`src/rtl/rs_pkg.sv`:
```
// Shared widths, the reservation-station entry record and small helpers
// used by the rs_bank slice.
package rs_pkg;

   localparam int DATA_W = 32;
   localparam int TAG_W  = 4;
   localparam int OP_W   = 3;

   localparam logic [TAG_W-1:0] TAG_NONE = '0;

   typedef struct packed {
      logic              valid;
      logic [OP_W-1:0]   op;
      logic [DATA_W-1:0] vj;
      logic [TAG_W-1:0]  qj;
      logic [DATA_W-1:0] vk;
      logic [TAG_W-1:0]  qk;
      logic [TAG_W-1:0]  dest;
   } rs_entry_t;

   function automatic logic entry_ready(input rs_entry_t e);
      return e.valid && (e.qj == TAG_NONE) && (e.qk == TAG_NONE);
   endfunction

endpackage

```
`src/rtl/rs_bank_if.sv`:
```
// Issue, CDB and dispatch signals of the reservation station bank.
// The bank itself takes the slave view.
interface rs_bank_if;

   logic                      issue_valid;
   logic                      issue_ready;
   logic [rs_pkg::OP_W-1:0]   issue_op;
   logic [rs_pkg::DATA_W-1:0] issue_vj;
   logic [rs_pkg::TAG_W-1:0]  issue_qj;
   logic [rs_pkg::DATA_W-1:0] issue_vk;
   logic [rs_pkg::TAG_W-1:0]  issue_qk;
   logic [rs_pkg::TAG_W-1:0]  issue_dest;

   logic                      cdb_valid;
   logic [rs_pkg::TAG_W-1:0]  cdb_tag;
   logic [rs_pkg::DATA_W-1:0] cdb_data;

   logic                      disp_valid;
   logic                      disp_ready;
   logic [rs_pkg::OP_W-1:0]   disp_op;
   logic [rs_pkg::DATA_W-1:0] disp_vj;
   logic [rs_pkg::DATA_W-1:0] disp_vk;
   logic [rs_pkg::TAG_W-1:0]  disp_dest;

   modport slave (
      input  issue_valid, issue_op, issue_vj, issue_qj, issue_vk, issue_qk, issue_dest,
      input  cdb_valid, cdb_tag, cdb_data,
      input  disp_ready,
      output issue_ready,
      output disp_valid, disp_op, disp_vj, disp_vk, disp_dest
   );

   modport master (
      output issue_valid, issue_op, issue_vj, issue_qj, issue_vk, issue_qk, issue_dest,
      output cdb_valid, cdb_tag, cdb_data,
      output disp_ready,
      input  issue_ready,
      input  disp_valid, disp_op, disp_vj, disp_vk, disp_dest
   );

endinterface

```
`src/rtl/rs_entry.sv`:
```
// One reservation-station slot: holds the entry and captures CDB results
// for pending operands, both on write (bypass) and while waiting.
module rs_entry
   import rs_pkg::*;
(
   input  logic              clk,
   input  logic              rst_n,
   input  logic              flush,
   input  logic              we,
   input  logic              free,
   input  rs_entry_t         wdata,
   input  logic              cdb_valid,
   input  logic [TAG_W-1:0]  cdb_tag,
   input  logic [DATA_W-1:0] cdb_data,
   output rs_entry_t         entry
);

   rs_entry_t nxt;
   logic      snoop;

   assign snoop = cdb_valid && (cdb_tag != TAG_NONE);

   always_comb begin
      // NOTE: nxt defaults to the held entry so every path assigns it and no latch is inferred.
      nxt = entry;
      if (we) begin
         nxt       = wdata;
         nxt.valid = 1'b1;
      end else if (free) begin
         nxt.valid = 1'b0;
      end
      // Same compare serves the issue bypass and the wakeup of a waiting entry.
      if (nxt.valid && snoop) begin
         if (nxt.qj == cdb_tag) begin
            nxt.vj = cdb_data;
            nxt.qj = TAG_NONE;
         end
         if (nxt.qk == cdb_tag) begin
            nxt.vk = cdb_data;
            nxt.qk = TAG_NONE;
         end
      end
   end

   always_ff @(posedge clk or negedge rst_n) begin
      // NOTE: the whole slot is reset, not just valid, so disp_* read back as zero after reset.
      if (!rst_n) begin
         entry <= '0;
      end else if (flush) begin
         entry <= '0;
      end else begin
         // NOTE: state registers use non-blocking assignment so all slots update from the same pre-edge values.
         entry <= nxt;
      end
   end

endmodule

```
`src/rtl/rs_bank.sv`:
```
// Multi-entry reservation station: allocates free slots, tracks issue order
// in an age matrix and dispatches the oldest ready entry to one FU.
module rs_bank
   import rs_pkg::*;
#(
   parameter  int N_ENTRY = 4,
   localparam int CNT_W   = $clog2(N_ENTRY + 1)
) (
   input  logic             clk,
   input  logic             rst_n,
   input  logic             flush,
   rs_bank_if.slave         bus,
   output logic [CNT_W-1:0] busy_cnt
);

   rs_entry_t ent [N_ENTRY];
   rs_entry_t wdata;

   logic [N_ENTRY-1:0] valid;
   logic [N_ENTRY-1:0] ready;
   logic [N_ENTRY-1:0] free_oh;
   logic [N_ENTRY-1:0] sel;
   logic [N_ENTRY-1:0] we;
   logic [N_ENTRY-1:0] free;
   logic               free_found;
   logic               do_issue;
   logic               do_disp;

   // age[j][i] set means slot j was issued before slot i; diagonal stays 0.
   logic [N_ENTRY-1:0][N_ENTRY-1:0] age;

   always_comb begin
      valid = '0;
      ready = '0;
      for (int i = 0; i < N_ENTRY; i++) begin
         valid[i] = ent[i].valid;
         ready[i] = entry_ready(ent[i]);
      end
   end

   always_comb begin
      free_oh    = '0;
      free_found = 1'b0;
      for (int i = 0; i < N_ENTRY; i++) begin
         if (!valid[i] && !free_found) begin
            free_oh[i] = 1'b1;
            free_found = 1'b1;
         end
      end
   end

   assign bus.issue_ready = ~&valid;
   assign do_issue        = bus.issue_valid && bus.issue_ready;

   // A ready slot is selected only if no older slot is also ready.
   always_comb begin
      sel = '0;
      for (int i = 0; i < N_ENTRY; i++) begin
         sel[i] = ready[i];
         for (int j = 0; j < N_ENTRY; j++) begin
            if (ready[j] && age[j][i]) sel[i] = 1'b0;
         end
      end
   end

   assign bus.disp_valid = |ready;
   assign do_disp        = bus.disp_valid && bus.disp_ready;

   assign we   = free_oh & {N_ENTRY{do_issue}};
   assign free = sel & {N_ENTRY{bus.disp_ready}};

   assign wdata = '{valid: 1'b1,
                    op:    bus.issue_op,
                    vj:    bus.issue_vj,
                    qj:    bus.issue_qj,
                    vk:    bus.issue_vk,
                    qk:    bus.issue_qk,
                    dest:  bus.issue_dest};

   for (genvar g = 0; g < N_ENTRY; g++) begin : g_slot
      rs_entry u_entry (
         .clk       (clk),
         .rst_n     (rst_n),
         .flush     (flush),
         .we        (we[g]),
         .free      (free[g]),
         .wdata     (wdata),
         .cdb_valid (bus.cdb_valid),
         .cdb_tag   (bus.cdb_tag),
         .cdb_data  (bus.cdb_data),
         .entry     (ent[g])
      );
   end

   always_comb begin
      bus.disp_op   = '0;
      bus.disp_vj   = '0;
      bus.disp_vk   = '0;
      bus.disp_dest = '0;
      for (int i = 0; i < N_ENTRY; i++) begin
         if (sel[i]) begin
            bus.disp_op   = ent[i].op;
            bus.disp_vj   = ent[i].vj;
            bus.disp_vk   = ent[i].vk;
            bus.disp_dest = ent[i].dest;
         end
      end
   end

   // A new entry is younger than every currently valid slot.
   always_ff @(posedge clk or negedge rst_n) begin
      if (!rst_n) begin
         age <= '0;
      end else if (flush) begin
         age <= '0;
      end else if (do_issue) begin
         for (int i = 0; i < N_ENTRY; i++) begin
            if (we[i]) begin
               for (int j = 0; j < N_ENTRY; j++) begin
                  age[i][j] <= 1'b0;
                  age[j][i] <= valid[j];
               end
            end
         end
      end
   end

   always_ff @(posedge clk or negedge rst_n) begin
      if (!rst_n) begin
         busy_cnt <= '0;
      end else if (flush) begin
         busy_cnt <= '0;
      end else begin
         case ({do_issue, do_disp})
            2'b10:   busy_cnt <= busy_cnt + CNT_W'(1);
            2'b01:   busy_cnt <= busy_cnt - CNT_W'(1);
            default: busy_cnt <= busy_cnt;
         endcase
      end
   end

endmodule

```
`src/flat_wrapper.sv`:
```
// flat-port wrapper written by rule: the top's interface ports become plain ports
module rs_bank_flat import rs_pkg::*;
#(
   parameter  int N_ENTRY = 4,
   localparam int CNT_W   = $clog2(N_ENTRY + 1)
)
  (clk, rst_n, flush, busy_cnt, bus_issue_valid, bus_issue_op, bus_issue_vj, bus_issue_qj, bus_issue_vk, bus_issue_qk, bus_issue_dest, bus_cdb_valid, bus_cdb_tag, bus_cdb_data, bus_disp_ready, bus_issue_ready, bus_disp_valid, bus_disp_op, bus_disp_vj, bus_disp_vk, bus_disp_dest);
  rs_bank_if bus_i ();
  input  logic clk;
  input  logic rst_n;
  input  logic flush;
  output logic [CNT_W-1:0] busy_cnt;
  input wire logic [$bits(bus_i.issue_valid)-1:0] bus_issue_valid;
  input wire logic [$bits(bus_i.issue_op)-1:0] bus_issue_op;
  input wire logic [$bits(bus_i.issue_vj)-1:0] bus_issue_vj;
  input wire logic [$bits(bus_i.issue_qj)-1:0] bus_issue_qj;
  input wire logic [$bits(bus_i.issue_vk)-1:0] bus_issue_vk;
  input wire logic [$bits(bus_i.issue_qk)-1:0] bus_issue_qk;
  input wire logic [$bits(bus_i.issue_dest)-1:0] bus_issue_dest;
  input wire logic [$bits(bus_i.cdb_valid)-1:0] bus_cdb_valid;
  input wire logic [$bits(bus_i.cdb_tag)-1:0] bus_cdb_tag;
  input wire logic [$bits(bus_i.cdb_data)-1:0] bus_cdb_data;
  input wire logic [$bits(bus_i.disp_ready)-1:0] bus_disp_ready;
  output wire logic [$bits(bus_i.issue_ready)-1:0] bus_issue_ready;
  output wire logic [$bits(bus_i.disp_valid)-1:0] bus_disp_valid;
  output wire logic [$bits(bus_i.disp_op)-1:0] bus_disp_op;
  output wire logic [$bits(bus_i.disp_vj)-1:0] bus_disp_vj;
  output wire logic [$bits(bus_i.disp_vk)-1:0] bus_disp_vk;
  output wire logic [$bits(bus_i.disp_dest)-1:0] bus_disp_dest;
  assign bus_i.issue_valid = bus_issue_valid;
  assign bus_i.issue_op = bus_issue_op;
  assign bus_i.issue_vj = bus_issue_vj;
  assign bus_i.issue_qj = bus_issue_qj;
  assign bus_i.issue_vk = bus_issue_vk;
  assign bus_i.issue_qk = bus_issue_qk;
  assign bus_i.issue_dest = bus_issue_dest;
  assign bus_i.cdb_valid = bus_cdb_valid;
  assign bus_i.cdb_tag = bus_cdb_tag;
  assign bus_i.cdb_data = bus_cdb_data;
  assign bus_i.disp_ready = bus_disp_ready;
  assign bus_issue_ready = bus_i.issue_ready;
  assign bus_disp_valid = bus_i.disp_valid;
  assign bus_disp_op = bus_i.disp_op;
  assign bus_disp_vj = bus_i.disp_vj;
  assign bus_disp_vk = bus_i.disp_vk;
  assign bus_disp_dest = bus_i.disp_dest;
  rs_bank #(.N_ENTRY(N_ENTRY)) u_core (.clk(clk), .rst_n(rst_n), .flush(flush), .bus(bus_i), .busy_cnt(busy_cnt));
endmodule
```
`config.mk`:
```
export PLATFORM = sky130hd
export DESIGN_NAME = rs_bank_flat
export DESIGN_NICKNAME = d
export VERILOG_FILES = /design/src/rtl/rs_pkg.sv /design/src/rtl/rs_bank_if.sv /design/src/rtl/rs_entry.sv /design/src/rtl/rs_bank.sv /design/src/flat_wrapper.sv
export SDC_FILE = /design/constraint.sdc
export NUM_CORES = 1
export LEC_CHECK = 0
export ABC_AREA = 1
export CAP_MARGIN = 20
export CORE_ASPECT_RATIO = 1.5
export CORE_MARGIN = 3
export CORE_UTILIZATION = 59
export CTS_CLUSTER_DIAMETER = 60
export DETAILED_ROUTE_END_ITERATION = 10
export HOLD_SLACK_MARGIN = 0.08
export MAX_ROUTING_LAYER = met4
export PLACE_DENSITY = 0.83
export SYNTH_ARGS = -nofsm -noshare
export SYNTH_HDL_FRONTEND = slang
export SYNTH_SLANG_ARGS = --single-unit
```
`constraint.sdc`:
```
create_clock -name clk -period 6.2 [get_ports clk]
set_clock_uncertainty 0.2 [all_clocks]
set_input_delay 0.93 -clock clk [delete_from_list [all_inputs] [get_ports clk]]
set_output_delay 0.93 -clock clk [all_outputs]
set_load 0.005 [all_outputs]
```
==> results.ini <==
[sta]
report.final.hold_viol_count = 0
relSlewSlack_pct = 23.7
period_utilization_post_route_pct = 85.6
fmax_ghz = 0.188
setup-violations-final = 0
setup_repair_after_global_routing_missed_its_margin = no
min_cycle_time_layout_ns = 5.31
worst_slew_pin_slew_ns = 1.14
timing.setup.tns_ns = 0
timing_max_transition_violations_final = 0

[detailed_routing]
avgRoutedWirePerCell_um = 19.9
drc_errors = 0
dr_total_vias = 25800
wire_length_after_detailed_routing_um = 84000
detail_route.iter0.violations = 3561
drtPass1Iterations = 7
route.antenna.remaining_nets = 0
avgViaCountPerCell = 6.13

[worst_setup_path]
setup.worst_path.start_class = flip-flop
cp-endpoint = bus_disp_vk[21]
critical_path_arrival_ns = 4.18
endpoint_kind = primary output
critical_path_class = reg2out
cp_cell_sequence = nor3_1 > nand3_1 > nand2_1 > clkinv_1 > nand2_4 > buf_4 > or2_2 > nand3_1 > nand2_1 > clkdlybuf4s50_1
worst_r2r_endpoint = u_core.g_slot[3].u_entry.entry[43]
critical-path-top-delay-family = simple AND/OR/NAND/NOR gates
critPathRequiredTime_ns = 5.07
crit_buf_inv = 3
critPathMaxStageDelay_ns = 0.69
timing.reg2reg.worst_path_depth = 10
path_depth = 10
ff2ff_setup_slack_ns = 2.04
rr_startpoint = u_core.g_slot[3].u_entry.entry[4]
crit_path_top_delay_cell = sky130_fd_sc_hd__nor3_1
worstSetupStartpoint = u_core.g_slot[3].u_entry.entry[4]
timing.critical_path.fanout_max = 46

[clock_network]
clock_pin_slew_on_the_worst_setup_and_hold_paths_ns = 0.06
post_cts_buffers = 0
clk_root_buffer_cell = sky130_fd_sc_hd__clkbuf_16
cts_htree_levels = 2
cts_tree = done
clock_sinks = 339
holdBufCountCts = 0
tritoncts_buffer_count = 37
cts.repair.resized = 0
cts_max_path_buffers = 3
clk_lat_worst_skew_ns = 0.54

[logic_synthesis]
sequential_to_total_area_share_from_yosys_stat_pct = 36.6
yosysUniqueCellTypes = 28
synth-seq-cells = 339
post_synth_inst_count = 3702
yosysWarnings = 0
syn_avg_cell_area_um2 = 6.26
post_synth_instance_area_mm2 = 0.0232
nets_in_the_synthesized_netlist = 3824

[flow_run]
count_of_maximum_capacitance_violations = 0

[grt]
grt_pass1_wl_um = 132000
grt_antenna_before_repair = 0
grt_max_degree = 140
grt.overflow.total = 0
via_count_of_the_first_global_routing_pass = 24500
grt_util_all_layers_pct = 40.3

[floorplan]
dieHeight_um = 249
ioPinCount = 197
die_outline_width_um = 168
num_rows = 88
floorplan.die_area_mm2 = 0.0417
core_mm2 = 0.0386
initial_cell_density_of_the_core_pct = 59.9

[cells_and_area]
area_growth_pct = 13.5
antenna_cells_inserted = 0
final_core_utilization_pct = 68.0
final_layout_size_suffix_gt1_share_pct = 5.64
design.final.nets = 3823

[outcome]
outcome = finished, final reports clean

[place]
place_congestion = 1.00
port_buffers = 196
dp_hpwl_um = 51000

[power_and_ir_drop]
fin_total_pwr_mw = 5.64
vdd_drop_max_uv = 236
p_per_area_mw_per_mm2 = 215
leakage_nw = 13.0

[worst_hold_path]
timing.hold.worst.class = in2async

[cell type report]
cell class	instances	area, µm²
fill	3488	12400
multi-input combinational	2756	12400
sequential	339	8480
timing repair buffer	248	2420
inverter	319	1200
clock buffer	51	1040
tap	495	619
clock inverter	11	168
[cells in the final DEF (no fill, tap or decap), types with 7 or more instances in the layout]
cell / synthesis / final
sky130_fd_sc_hd__clkbuf_1: 148 / 8
sky130_fd_sc_hd__clkdlybuf4s50_1: 0 / 194
sky130_fd_sc_hd__or2_2: 64 / 64
sky130_fd_sc_hd__nand3_1: 691 / 690
sky130_fd_sc_hd__buf_4: 7 / 48
sky130_fd_sc_hd__nor2_1: 258 / 254
sky130_fd_sc_hd__clkbuf_16: 0 / 37
sky130_fd_sc_hd__inv_1: 308 / 307
sky130_fd_sc_hd__o21ai_0: 283 / 283
sky130_fd_sc_hd__nand2_2: 0 / 9
sky130_fd_sc_hd__dfrtp_1: 339 / 339
sky130_fd_sc_hd__a21oi_1: 139 / 139
sky130_fd_sc_hd__nand2_1: 1201 / 1190
sky130_fd_sc_hd__nor2_2: 6 / 7
sky130_fd_sc_hd__nand4_1: 73 / 73
sky130_fd_sc_hd__o22ai_1: 14 / 14
[routing by layer]
layer	wire length, µm	GRT usage, %
met1	29200	47.8
met2	38700	62.1
met3	8810	6.62
met4	7190	28.9
met5	0	-
[cell families after synthesis]
| kind of cell | count (synthesis) | synth area share (%) |
|---|---|---|
| XOR/XNOR | 2 | 0.0756 |
| AND/OR/NAND/NOR | 2307 | 42.9 |
| flip-flops | 339 | 36.6 |
| adder cells (fa/ha/maj) | 1 | 0.0864 |
| AO/OA/AOI/OAI | 446 | 9.81 |
| buffers and inverters | 607 | 10.5 |
[worst reg2reg max path: stages (launching register included)]
cell	delay [ns]
sky130_fd_sc_hd__dfrtp_1	0.39
sky130_fd_sc_hd__nor3_1	0.69
sky130_fd_sc_hd__nand3_1	0.23
sky130_fd_sc_hd__nor2_4	0.17
sky130_fd_sc_hd__buf_4	0.81
sky130_fd_sc_hd__nand3_1	0.15
sky130_fd_sc_hd__nand2_1	0.14
sky130_fd_sc_hd__nand2_2	0.09
sky130_fd_sc_hd__nand3_2	0.75
sky130_fd_sc_hd__nand2_1	0.28
sky130_fd_sc_hd__a21oi_1	0.19
[how the worst min path moves through the flow]
stage	start	endpoint	slack, ns
floorplan	u_core.g_slot[0].u_entry.entry[3]	u_core.g_slot[0].u_entry.entry[3]	0.25
CTS	rst_n	u_core.g_slot[0].u_entry.entry[79]	0.25
finish	rst_n	u_core.g_slot[0].u_entry.entry[79]	0.21
detailed placement	u_core.g_slot[0].u_entry.entry[3]	u_core.g_slot[0].u_entry.entry[3]	0.27
global route	rst_n	u_core.g_slot[0].u_entry.entry[79]	0.27
global placement	u_core.g_slot[1].u_entry.entry[78]	u_core.g_slot[1].u_entry.entry[78]	0.27
[flip-flops by register name, summed over array words and instances, names as in the netlist]
signal                       cells
u_core.age                      16
u_core.busy_cnt                  3
u_core.g_slot.u_entry.entry    320
[synthesized netlist by cell type]
master	number	area, µm²
sky130_fd_sc_hd__nand3_2	3	30.0
sky130_fd_sc_hd__nand3_1	691	3460
sky130_fd_sc_hd__dfrtp_1	339	8480
sky130_fd_sc_hd__or2_2	64	400
sky130_fd_sc_hd__nor3_1	5	25.0
sky130_fd_sc_hd__o21ai_1	4	20.0
sky130_fd_sc_hd__a21oi_1	139	696
sky130_fd_sc_hd__inv_2	4	15.0
sky130_fd_sc_hd__nor2_2	6	37.5
sky130_fd_sc_hd__a31oi_1	1	6.26
sky130_fd_sc_hd__clkinv_1	7	26.3
sky130_fd_sc_hd__a41oi_2	1	16.3
sky130_fd_sc_hd__buf_4	7	52.6
sky130_fd_sc_hd__nand4_1	73	457
sky130_fd_sc_hd__o21ai_0	283	1420
sky130_fd_sc_hd__inv_1	308	1160
sky130_fd_sc_hd__nor2_4	3	33.8
sky130_fd_sc_hd__buf_2	94	470
sky130_fd_sc_hd__nor2_1	258	968
sky130_fd_sc_hd__o31ai_1	3	22.5
sky130_fd_sc_hd__o21a_1	1	7.51
sky130_fd_sc_hd__o22ai_1	14	87.6
sky130_fd_sc_hd__clkbuf_1	148	556
sky130_fd_sc_hd__nand2_1	1201	4510
sky130_fd_sc_hd__xnor2_1	2	17.5
sky130_fd_sc_hd__buf_1	39	146
sky130_fd_sc_hd__nor3_2	3	30.0
sky130_fd_sc_hd__fa_1	1	20.0
[power by group]
part | switching, mW | internal, mW | total (mW)
Sequential | 0.0482 | 2.29 | 2.34
Combinational | 0.700 | 0.307 | 1.01
Clock | 0.959 | 1.34 | 2.30
Total | 1.71 | 3.93 | 5.64
[stage by stage]
step                      cells  area [µm²]  hold slack (ns)  worst slack [ns]
after CTS                  4219       26300            0.253              1.04
final                      4219       26300            0.207             0.893
after floorplan            3702       23200            0.252              3.27
after global placement     4157       25100            0.266              1.44
after global routing       4219       26300            0.273             0.730
after detailed placement   4157       25100            0.269              1.34
No activity file was read; power rests on OpenSTA's default activity.
